**src/rtl/operand_packer.sv**
```systemverilog
// Collects N operands into one packed vector in sign-magnitude form, with
// early close (flush, zero-padded) and a valid/ready hold on the output side.
module operand_packer #(
  parameter int N       = 8,
  parameter int WIDTH   = 16,
  parameter int INT_W   = 6,
  parameter int FRAC_W  = 10,
  parameter int IN_TWOS = 0
) (
  input  logic                     clk,
  input  logic                     rst_n,
  input  logic                     in_valid,
  output logic                     in_ready,
  input  logic [WIDTH-1:0]         in_data,
  input  logic                     flush,
  output logic                     out_valid,
  input  logic                     out_ready,
  output logic [N*WIDTH-1:0]       out_data,
  output logic [$clog2(N+1)-1:0]   out_count
);

  localparam int IDX_W = $clog2(N);
  localparam int CNT_W = $clog2(N+1);
  localparam logic [CNT_W-1:0] CNT_ONE = CNT_W'(1);
  localparam logic [IDX_W-1:0] IDX_ONE = IDX_W'(1);
  localparam logic [IDX_W-1:0] IDX_LAST = IDX_W'(N-1);

  generate
    if (INT_W + FRAC_W != WIDTH) begin : g_format_check
      $error("operand_packer: INT_W + FRAC_W must equal WIDTH");
    end
  endgenerate

  typedef enum logic [0:0] {FILL = 1'b0, FULL = 1'b1} state_t;

  state_t             state_q, state_d;
  logic [IDX_W-1:0]   idx_q, idx_d;
  logic [CNT_W-1:0]   cnt_q, cnt_d;
  logic [N*WIDTH-1:0] data_q, data_d;
  logic               in_ready_q;
  logic               accept_s;
  logic               pad_s;
  logic [CNT_W-1:0]   pad_from_s;
  logic [WIDTH-1:0]   conv_s;

  // Two's complement to sign-magnitude (saturating the most negative value),
  // then folding negative zero onto +0 so the adder tree sees a single zero.
  function automatic logic [WIDTH-1:0] to_sign_mag(input logic [WIDTH-1:0] v);
    logic [WIDTH-1:0] neg;
    logic [WIDTH-1:0] r;
    neg = ~v + {{(WIDTH-1){1'b0}}, 1'b1};
    r   = v;
    if ((IN_TWOS != 0) && v[WIDTH-1]) begin
      if (v[WIDTH-2:0] == {(WIDTH-1){1'b0}}) r = {WIDTH{1'b1}};
      else                                   r = {1'b1, neg[WIDTH-2:0]};
    end else begin
      r = v;
    end
    if (r == {1'b1, {(WIDTH-1){1'b0}}}) r = {WIDTH{1'b0}};
    else                                r = r;
    return r;
  endfunction

  assign conv_s   = to_sign_mag(in_data);
  assign accept_s = in_valid && in_ready_q && (state_q == FILL);

  always_comb begin
    state_d    = state_q;
    idx_d      = idx_q;
    cnt_d      = cnt_q;
    data_d     = data_q;
    pad_s      = 1'b0;
    pad_from_s = CNT_W'(idx_q);
    case (state_q)
      FILL: begin
        if (accept_s) begin
          data_d[idx_q*WIDTH +: WIDTH] = conv_s;
          if (idx_q == IDX_LAST) begin
            state_d = FULL;
            cnt_d   = CNT_W'(N);
            idx_d   = {IDX_W{1'b0}};
          end else if (flush) begin
            state_d    = FULL;
            cnt_d      = CNT_W'(idx_q) + CNT_ONE;
            pad_s      = 1'b1;
            pad_from_s = CNT_W'(idx_q) + CNT_ONE;
            idx_d      = {IDX_W{1'b0}};
          end else begin
            idx_d = idx_q + IDX_ONE;
          end
        end else if (flush && (idx_q != {IDX_W{1'b0}})) begin
          // Empty vectors are never emitted, so a flush at idx 0 falls through.
          state_d = FULL;
          cnt_d   = CNT_W'(idx_q);
          pad_s   = 1'b1;
          idx_d   = {IDX_W{1'b0}};
        end else begin
          state_d = FILL;
        end
      end
      FULL: begin
        if (out_ready) state_d = FILL;
        else           state_d = FULL;
      end
      default: begin
        state_d = FILL;
        idx_d   = {IDX_W{1'b0}};
      end
    endcase
    for (int k = 0; k < N; k++) begin
      data_d[k*WIDTH +: WIDTH] = (pad_s && (CNT_W'(k) >= pad_from_s)) ?
                                 {WIDTH{1'b0}} : data_d[k*WIDTH +: WIDTH];
    end
  end

  always_ff @(posedge clk or negedge rst_n) begin
    if (!rst_n) begin
      state_q    <= FILL;
      idx_q      <= {IDX_W{1'b0}};
      cnt_q      <= {CNT_W{1'b0}};
      data_q     <= {(N*WIDTH){1'b0}};
      in_ready_q <= 1'b0;
    end else begin
      state_q    <= state_d;
      idx_q      <= idx_d;
      cnt_q      <= cnt_d;
      data_q     <= data_d;
      in_ready_q <= (state_d == FILL);
    end
  end

  assign in_ready  = in_ready_q;
  assign out_valid = (state_q == FULL);
  assign out_data  = data_q;
  assign out_count = cnt_q;

endmodule

```
**config.mk**
```make
export PLATFORM = sky130hd
export DESIGN_NAME = operand_packer
export DESIGN_NICKNAME = d
export VERILOG_FILES = /design/src/rtl/operand_packer.sv
export SDC_FILE = /design/constraint.sdc
export NUM_CORES = 1
export LEC_CHECK = 0
export BUFFER_PORTS_ARGS = -buffer_cell sky130_fd_sc_hd__buf_2
export CORE_MARGIN = 1
export CORE_UTILIZATION = 57
export CTS_CLUSTER_DIAMETER = 100
export DETAILED_ROUTE_END_ITERATION = 7
export PLACE_DENSITY = 0.83
export SYNTH_ARGS = -nofsm -noshare
export SYNTH_HDL_FRONTEND = slang
export SYNTH_SLANG_ARGS = --single-unit
```
**constraint.sdc**
```tcl
create_clock -name clk -period 7.8 [get_ports clk]
set_clock_uncertainty 0.2 [all_clocks]
set_input_delay 0.78 -clock clk [delete_from_list [all_inputs] [get_ports clk]]
set_output_delay 0.78 -clock clk [all_outputs]
set_load 0.03 [all_outputs]
```
==> flow_metrics.env, run 1 <==
export IMPL_crit_path_end_kind="register"
export IMPL_cp_common_cell="ha_1"
export IMPL_min_period_ns=3.85
export IMPL_routabilityCongestion=0.960
export IMPL_h_tree_depth=4
export IMPL_drt_wl_total_um=17000
export IMPL_antenna_found_initial=0
export IMPL_cp_start_kind="register"
export IMPL_ys_types=48
export IMPL_slowest_delay_ns=0.71
export IMPL_multi_input_area_mm2=0.00212
export IMPL_drc=0
export IMPL_clock_fmax_ghz=0.260
export IMPL_fin_crit_sh=0.493
export IMPL_routedWlPerCell_um=21.3
export IMPL_drive_above_1_share=0.318
export IMPL_min_path_type="in2reg"
export IMPL_avgSynthCellArea_um2=11.0
export IMPL_ir_worst_vdd_uv=163
export IMPL_cp_depth=8
export IMPL_hold_viol=0
export IMPL_max_slew_margin_rel=0.133
export IMPL_overflow=0
export IMPL_syn_area_mm2=0.00581
export IMPL_cts_root_buf="clkbuf_8"
export IMPL_yosysTopAreaCell="dfrtp_1"
export IMPL_cp_max_fo=16
export IMPL_grtUsageTotal=0.334
export IMPL_worstSetupPathType="reg2reg"
export IMPL_clk_pin_slew_ns=0.06
export IMPL_hpwlAfterDp_um=11100
export IMPL_drtAntennaViolNets=0
export IMPL_num_rows=36
export IMPL_arrival_ns=4.11
export IMPL_status="finished, final reports clean"
export IMPL_reg2regPathDepth=8
export IMPL_synth_edf_count=0
export IMPL_nets=677
export IMPL_instances_no_fill=797
export IMPL_power_density_mw_per_mm2=312
export IMPL_n_antenna_cell=0
export IMPL_clockBufferDepth=2
export IMPL_ys_flop_type="dfrtp_1"
export IMPL_area_growth_pct=23.1
export IMPL_initial_core_util=0.592
export IMPL_core_mm2=0.00982
export IMPL_die_area_mm2=0.0106
export IMPL_worstMarginPinSlew_ns=1.29
export IMPL_synth_seq_cells=137
export IMPL_die_w_um=103
export IMPL_cts_buffers=17
export IMPL_worst_path_buf_inv=1
export IMPL_clock_sinks=137
export IMPL_cp_slowest_cell="a21boi_2"
export IMPL_crit_required_ns=8.07
export IMPL_worstHoldPathCells=2
export IMPL_rsz0062_at_grt="no"
export IMPL_die_h_um=103
export IMPL_dp_cells=764
export IMPL_firstDrtPassIters=6
export IMPL_grt_pass1_vias=4602
export IMPL_via_per_inst=6.27
export IMPL_setup_tns_final_ns=0
export IMPL_synth_top_cell_area_share=0.590
export IMPL_yosysSeqAreaShare=0.590
export IMPL_setup_viol=0
export IMPL_syn_inst=526
export IMPL_ios=155
export IMPL_cts_setup_buffers=0
export IMPL_drv_slew=0
export IMPL_synthArstFlopShare=1.00
export IMPL_critPathTopFamily="compound AO/OA/AOI/OAI gates"
export IMPL_final_seq_area_mm2=0.00343
export IMPL_fillCellCount=722
export IMPL_cts_tree="built"
export IMPL_yosys_warnings=0
export IMPL_p_leak_nw=3.62
export IMPL_synth_nets=552
export IMPL_drt_initial_drc_count=335
export IMPL_numPortBuffers=154
export IMPL_via_count=4994
export IMPL_grt_pass1_wl_um=25400
export IMPL_grt_start_max_net_pins=89
export IMPL_ys_top_cells_by_area="dfrtp_1 59%, a32o_1 7.1%, a22o_1 5.4%"
export IMPL_crit_chain="inv_1 > ha_1 > ha_1 > nor2_2 > o21ai_1 > nor3_1 > a21boi_2 > a22o_1"
export IMPL_maxCapViolations=0
export IMPL_clk_latency_ns=0.53
-- cell usage in the layout (no fill, tap or decap), drive strengths merged, types with 2 or more instances in the layout --
cell type and n:
clkbuf 18, inv 14, a211oi 2, a41oi 2, a22o 36, clkinvlp 3
buf 158, ha 5, o31ai 2, nand2 76, clkinv 4, nand4 2
nand3 41, nand2b 3, nor2 12, nor2b 2, o21ai 8, nor4 8
a21oi 61, mux2i 2, and3 2, nor4b 3, bufinv 2, mux2 2
dfrtp 137, and3b 2, a32o 41, nor3 5
-- final timing paths --
check	start	end	slack, ns
max in group asynchronous	rst_n	out_data[69]	5.43
max reg2reg	idx_q[0]	out_data[103]	3.95
max	idx_q[0]	out_data[103]	3.95
min	out_ready	out_valid	0.26
min in group asynchronous	rst_n	out_data[111]	0.55
min reg2reg	out_count[0]	out_count[0]	0.27
-- cell type report --
class	instances	area share
Timing Repair Buffer	159	0.114
Multi-Input combinational cell	327	0.296
Clock buffer	18	0.0598
Sequential cell	137	0.479
Inverter	9	0.00472
Clock inverter	14	0.0227
Tap cell	133	0.0233
-- worst register-to-register path, cell delays in order (launching register included) --
cell and delay (ns):
dfrtp_1 0.56, inv_1 0.20, ha_1 0.25, ha_1 0.29
nor2_2 0.53, o21ai_1 0.29, nor3_1 0.50, a21boi_2 0.71
a22o_1 0.26
-- routing by layer --
layer  track usage  vias to the layer above  wire length [um]  share of wire
met5             0                        -                 0              0
met1         0.435                     2501              6690           0.39
met2         0.515                      278              8100           0.48
met3         0.111                       45              1760           0.10
li1              -                     2170                 -              -
met4         0.140                        0               449          0.026
-- flip-flops by register name, indices dropped and copies added, names as in the netlist --
register and flops:
in_ready 1, idx_q 3, out_data 128, out_count 4
out_valid 1
-- cell usage after synthesis, types with 2 or more instances --
library cell,instances
a21oi_1,58
a21oi_2,3
a22o_1,36
a32o_1,41
a41oi_1,2
and3_1,2
and3b_1,2
buf_2,12
buf_4,3
clkbuf_1,37
dfrtp_1,137
ha_1,5
inv_1,9
mux2i_1,2
nand2_1,75
nand2b_1,3
nand3_1,41
nand4_1,2
nor2_1,11
nor2b_1,2
nor3_1,3
nor3_2,2
nor4_1,3
nor4_2,4
nor4b_1,2
o21ai_0,5
o21ai_1,3
-- logic make-up after synthesis --
logic type / synth area share
AND/OR/NAND/NOR: 0.145
AO/OA/AOI/OAI: 0.201
flip-flops: 0.590
buffers and inverters: 0.0459
adder cells (fa/ha/maj): 0.0108
multiplexers: 0.00797
-- power by group --
part	internal, mW	switching (mW)
sequential	0.774	0.0539
clock	0.471	0.325
combinational	0.153	0.454
total	1.40	0.833
-- per-stage QoR --
step           hold WS [ns]  power (mW)  instance area (um^2)  worst slack [ns]   util
6_report              0.263        2.23                  7150              3.95  0.728
5_1_grt               0.260        2.32                  7150              3.64  0.728
4_1_cts               0.249        2.23                  7150              4.00  0.728
3_5_place_dp          0.269        1.43                  6550              4.03  0.667
3_3_place_gp          0.262        1.42                  6550              4.11  0.667
2_1_floorplan         0.284        1.27                  5810              5.08      -
-- timing repair --
item / in CTS / in global routing
hold buffers: 1 / 0
endpoints found under the hold margin: 49 / 0
resized for setup: 0 / 0
(Power assumes the default switching activity.)
==> run 2, diff against run 1 <==
- ABC_AREA: unset -> 1
- CORE_UTILIZATION: 57 -> 49
- PLACE_DENSITY: 0.83 -> 0.74
- clock period: 7.8 -> 3.2 ns (I/O delays scaled with it)
==> flow_metrics.env, run 2 <==
export IMPL_status="finished, final reports clean"
export IMPL_reg2regPathDepth=9
export IMPL_drc=0
export IMPL_clockBufferDepth=2
export IMPL_min_from="in_data[4]"
export IMPL_cp_start_kind="register"
export IMPL_multi_input_area_mm2=0.00281
export IMPL_cp_max_fo=18
export IMPL_setup_tns_final_ns=0
export IMPL_hpwlAfterDp_um=13100
export IMPL_crit_required_ns=3.27
export IMPL_final_seq_area_mm2=0.00343
export IMPL_h_tree_depth=4
export IMPL_cts_root_buf="clkbuf_16"
export IMPL_ir_worst_vdd_uv=492
export IMPL_die_area_mm2=0.0140
export IMPL_area_growth_pct=23.5
export IMPL_synth_edf_count=0
export IMPL_max_slew_margin_rel=0.449
export IMPL_grt_pass1_wl_um=30200
export IMPL_min_period_ns=2.80
export IMPL_synth_seq_cells=137
export IMPL_arrival_ns=2.88
export IMPL_antenna_found_initial=1
export IMPL_drtAntennaViolNets=0
export IMPL_initial_core_util=0.501
export IMPL_core_mm2=0.0132
export IMPL_min_path_type="in2reg"
export IMPL_crit_path_end_kind="register"
export IMPL_ios=155
export IMPL_clock_fmax_ghz=0.357
export IMPL_syn_area_mm2=0.00663
export IMPL_numPortBuffers=154
export IMPL_cts_tree="built"
export IMPL_avgSynthCellArea_um2=8.08
export IMPL_firstDrtPassIters=8
export IMPL_drive_above_1_share=0.236
export IMPL_nets=988
export IMPL_largest_reg_flops=128
export IMPL_via_count=6348
export IMPL_crit_start="idx_q[0]"
export IMPL_ys_top_cells_by_count="253 x nand2_1, 137 x dfrtp_1, 103 x nand3_1"
export IMPL_overflow=0
export IMPL_ys_types=31
export IMPL_mostFrequentLayoutCell="nand2_1"
export IMPL_worstHoldPathCells=3
export IMPL_grt_start_max_net_pins=63
export IMPL_yosysSeqAreaShare=0.517
export IMPL_synth_top_cell_area_share=0.517
export IMPL_routedWlPerCell_um=16.4
export IMPL_fillCellCount=1217
export IMPL_ys_top_cells_by_area="dfrtp_1 52%, nand2_1 14%, nand3_1 7.8%"
export IMPL_grtUsageTotal=0.278
export IMPL_clock_sinks=137
export IMPL_worstReg2RegStart="idx_q[0]"
export IMPL_worstMarginPinSlew_ns=0.827
export IMPL_ys_flop_type="dfrtp_1"
export IMPL_yosysTopAreaCell="dfrtp_1"
export IMPL_yosys_warnings=0
export IMPL_die_w_um=118
export IMPL_cts_buffers=17
export IMPL_num_rows=42
export IMPL_syn_inst=821
export IMPL_clk_latency_ns=0.43
export IMPL_synth_nets=847
export IMPL_routabilityCongestion=0.886
export IMPL_rsz0062_at_grt="no"
export IMPL_p_total_mw=5.93
export IMPL_final_cell_mix="253 x nand2_1, 153 x buf_2, 137 x dfrtp_1"
export IMPL_clk_pin_slew_ns=0.06
export IMPL_drv_slew=0
export IMPL_maxCapViolations=0
export IMPL_p_leak_nw=4.60
export IMPL_grt_pass1_vias=5730
export IMPL_hold_viol=0
export IMPL_fin_crit_sh=0.876
export IMPL_synth_most_common_cell="nand2_1"
export IMPL_via_per_inst=5.52
export IMPL_synthArstFlopShare=1.00
export IMPL_setup_viol=0
export IMPL_drt_initial_drc_count=709
export IMPL_die_h_um=118
export IMPL_worstSetupPathType="reg2reg"
export IMPL_power_density_mw_per_mm2=723
export IMPL_drt_wl_total_um=18900
## run 2: final cells by class
class | count | share of cell area
well taps | 176 | 0.0269
diodes | 1 | 0.000305
clock inverters | 7 | 0.0110
flip-flops and latches | 137 | 0.418
multi-input cells | 586 | 0.342
clock buffers | 24 | 0.0612
repair buffers | 182 | 0.122
inverters | 38 | 0.0174
## run 2: kinds of logic after synthesis
| logic type | after synthesis | synth area share |
|---|---|---|
| fa+ha+maj | 5 | 0.00943 |
| simple gates | 538 | 0.377 |
| compound gates | 43 | 0.0349 |
| buf+inv | 98 | 0.0615 |
| flops | 137 | 0.517 |
## run 2: power breakdown
part           switching [mW]  leakage, nW  internal, mW  total, mW
Combinational            1.54         2.41         0.485       2.03
Clock                   0.720        0.288          1.24       1.96
Sequential             0.0798         1.90          1.86       1.94
## run 2: what timing repair did
action | 4_1_cts | 5_1_grt
setup endpoints to repair | 0 | 16
endpoints found under the hold margin | 62 | 0
buffers inserted | 0 | 0
gates resized for setup | 0 | 1
hold buffers | 3 | 0
## run 2: worst max-delay path, cell delays in order (launching register included)
cell and delay (ns):
dfrtp_1 0.46, ha_1 0.24, ha_1 0.22, nor2_1 0.20, nand2_1 0.19, o21ai_4 0.26, nand2_2 0.11, buf_4 0.21
nand3_1 0.36, o21ai_0 0.20
## run 2: worst paths after layout
check | endpoint | slack, ns
max | out_data[63] | 0.40
min | out_data[4] | 0.03
max reg2reg | out_data[63] | 0.40
min reg2reg | out_data[26] | 0.27
max in group asynchronous | out_data[64] | 1.70
min in group asynchronous | out_data[38] | 0.33
## run 2: metal layers
layer,track usage,routed length [um],vias to the layer above
li1,-,-,3048
met1,0.415,8720,2976
met2,0.397,8390,286
met3,0.0685,1380,38
met4,0.0881,375,0
met5,0,0,-
## run 2: metrics by stage
stage	cell area (um^2)	worst slack (ns)	instances	utilization	hold slack, ns
global route	8200	0.122	1151	0.619	0.0239
detailed placement	7560	0.199	1116	0.571	0.255
floorplan	6630	0.226	821	-	-0.176
global placement	7560	0.342	1116	0.571	0.250
CTS	8190	0.150	1150	0.618	0.0168
finish	8200	0.396	1151	0.619	0.0280
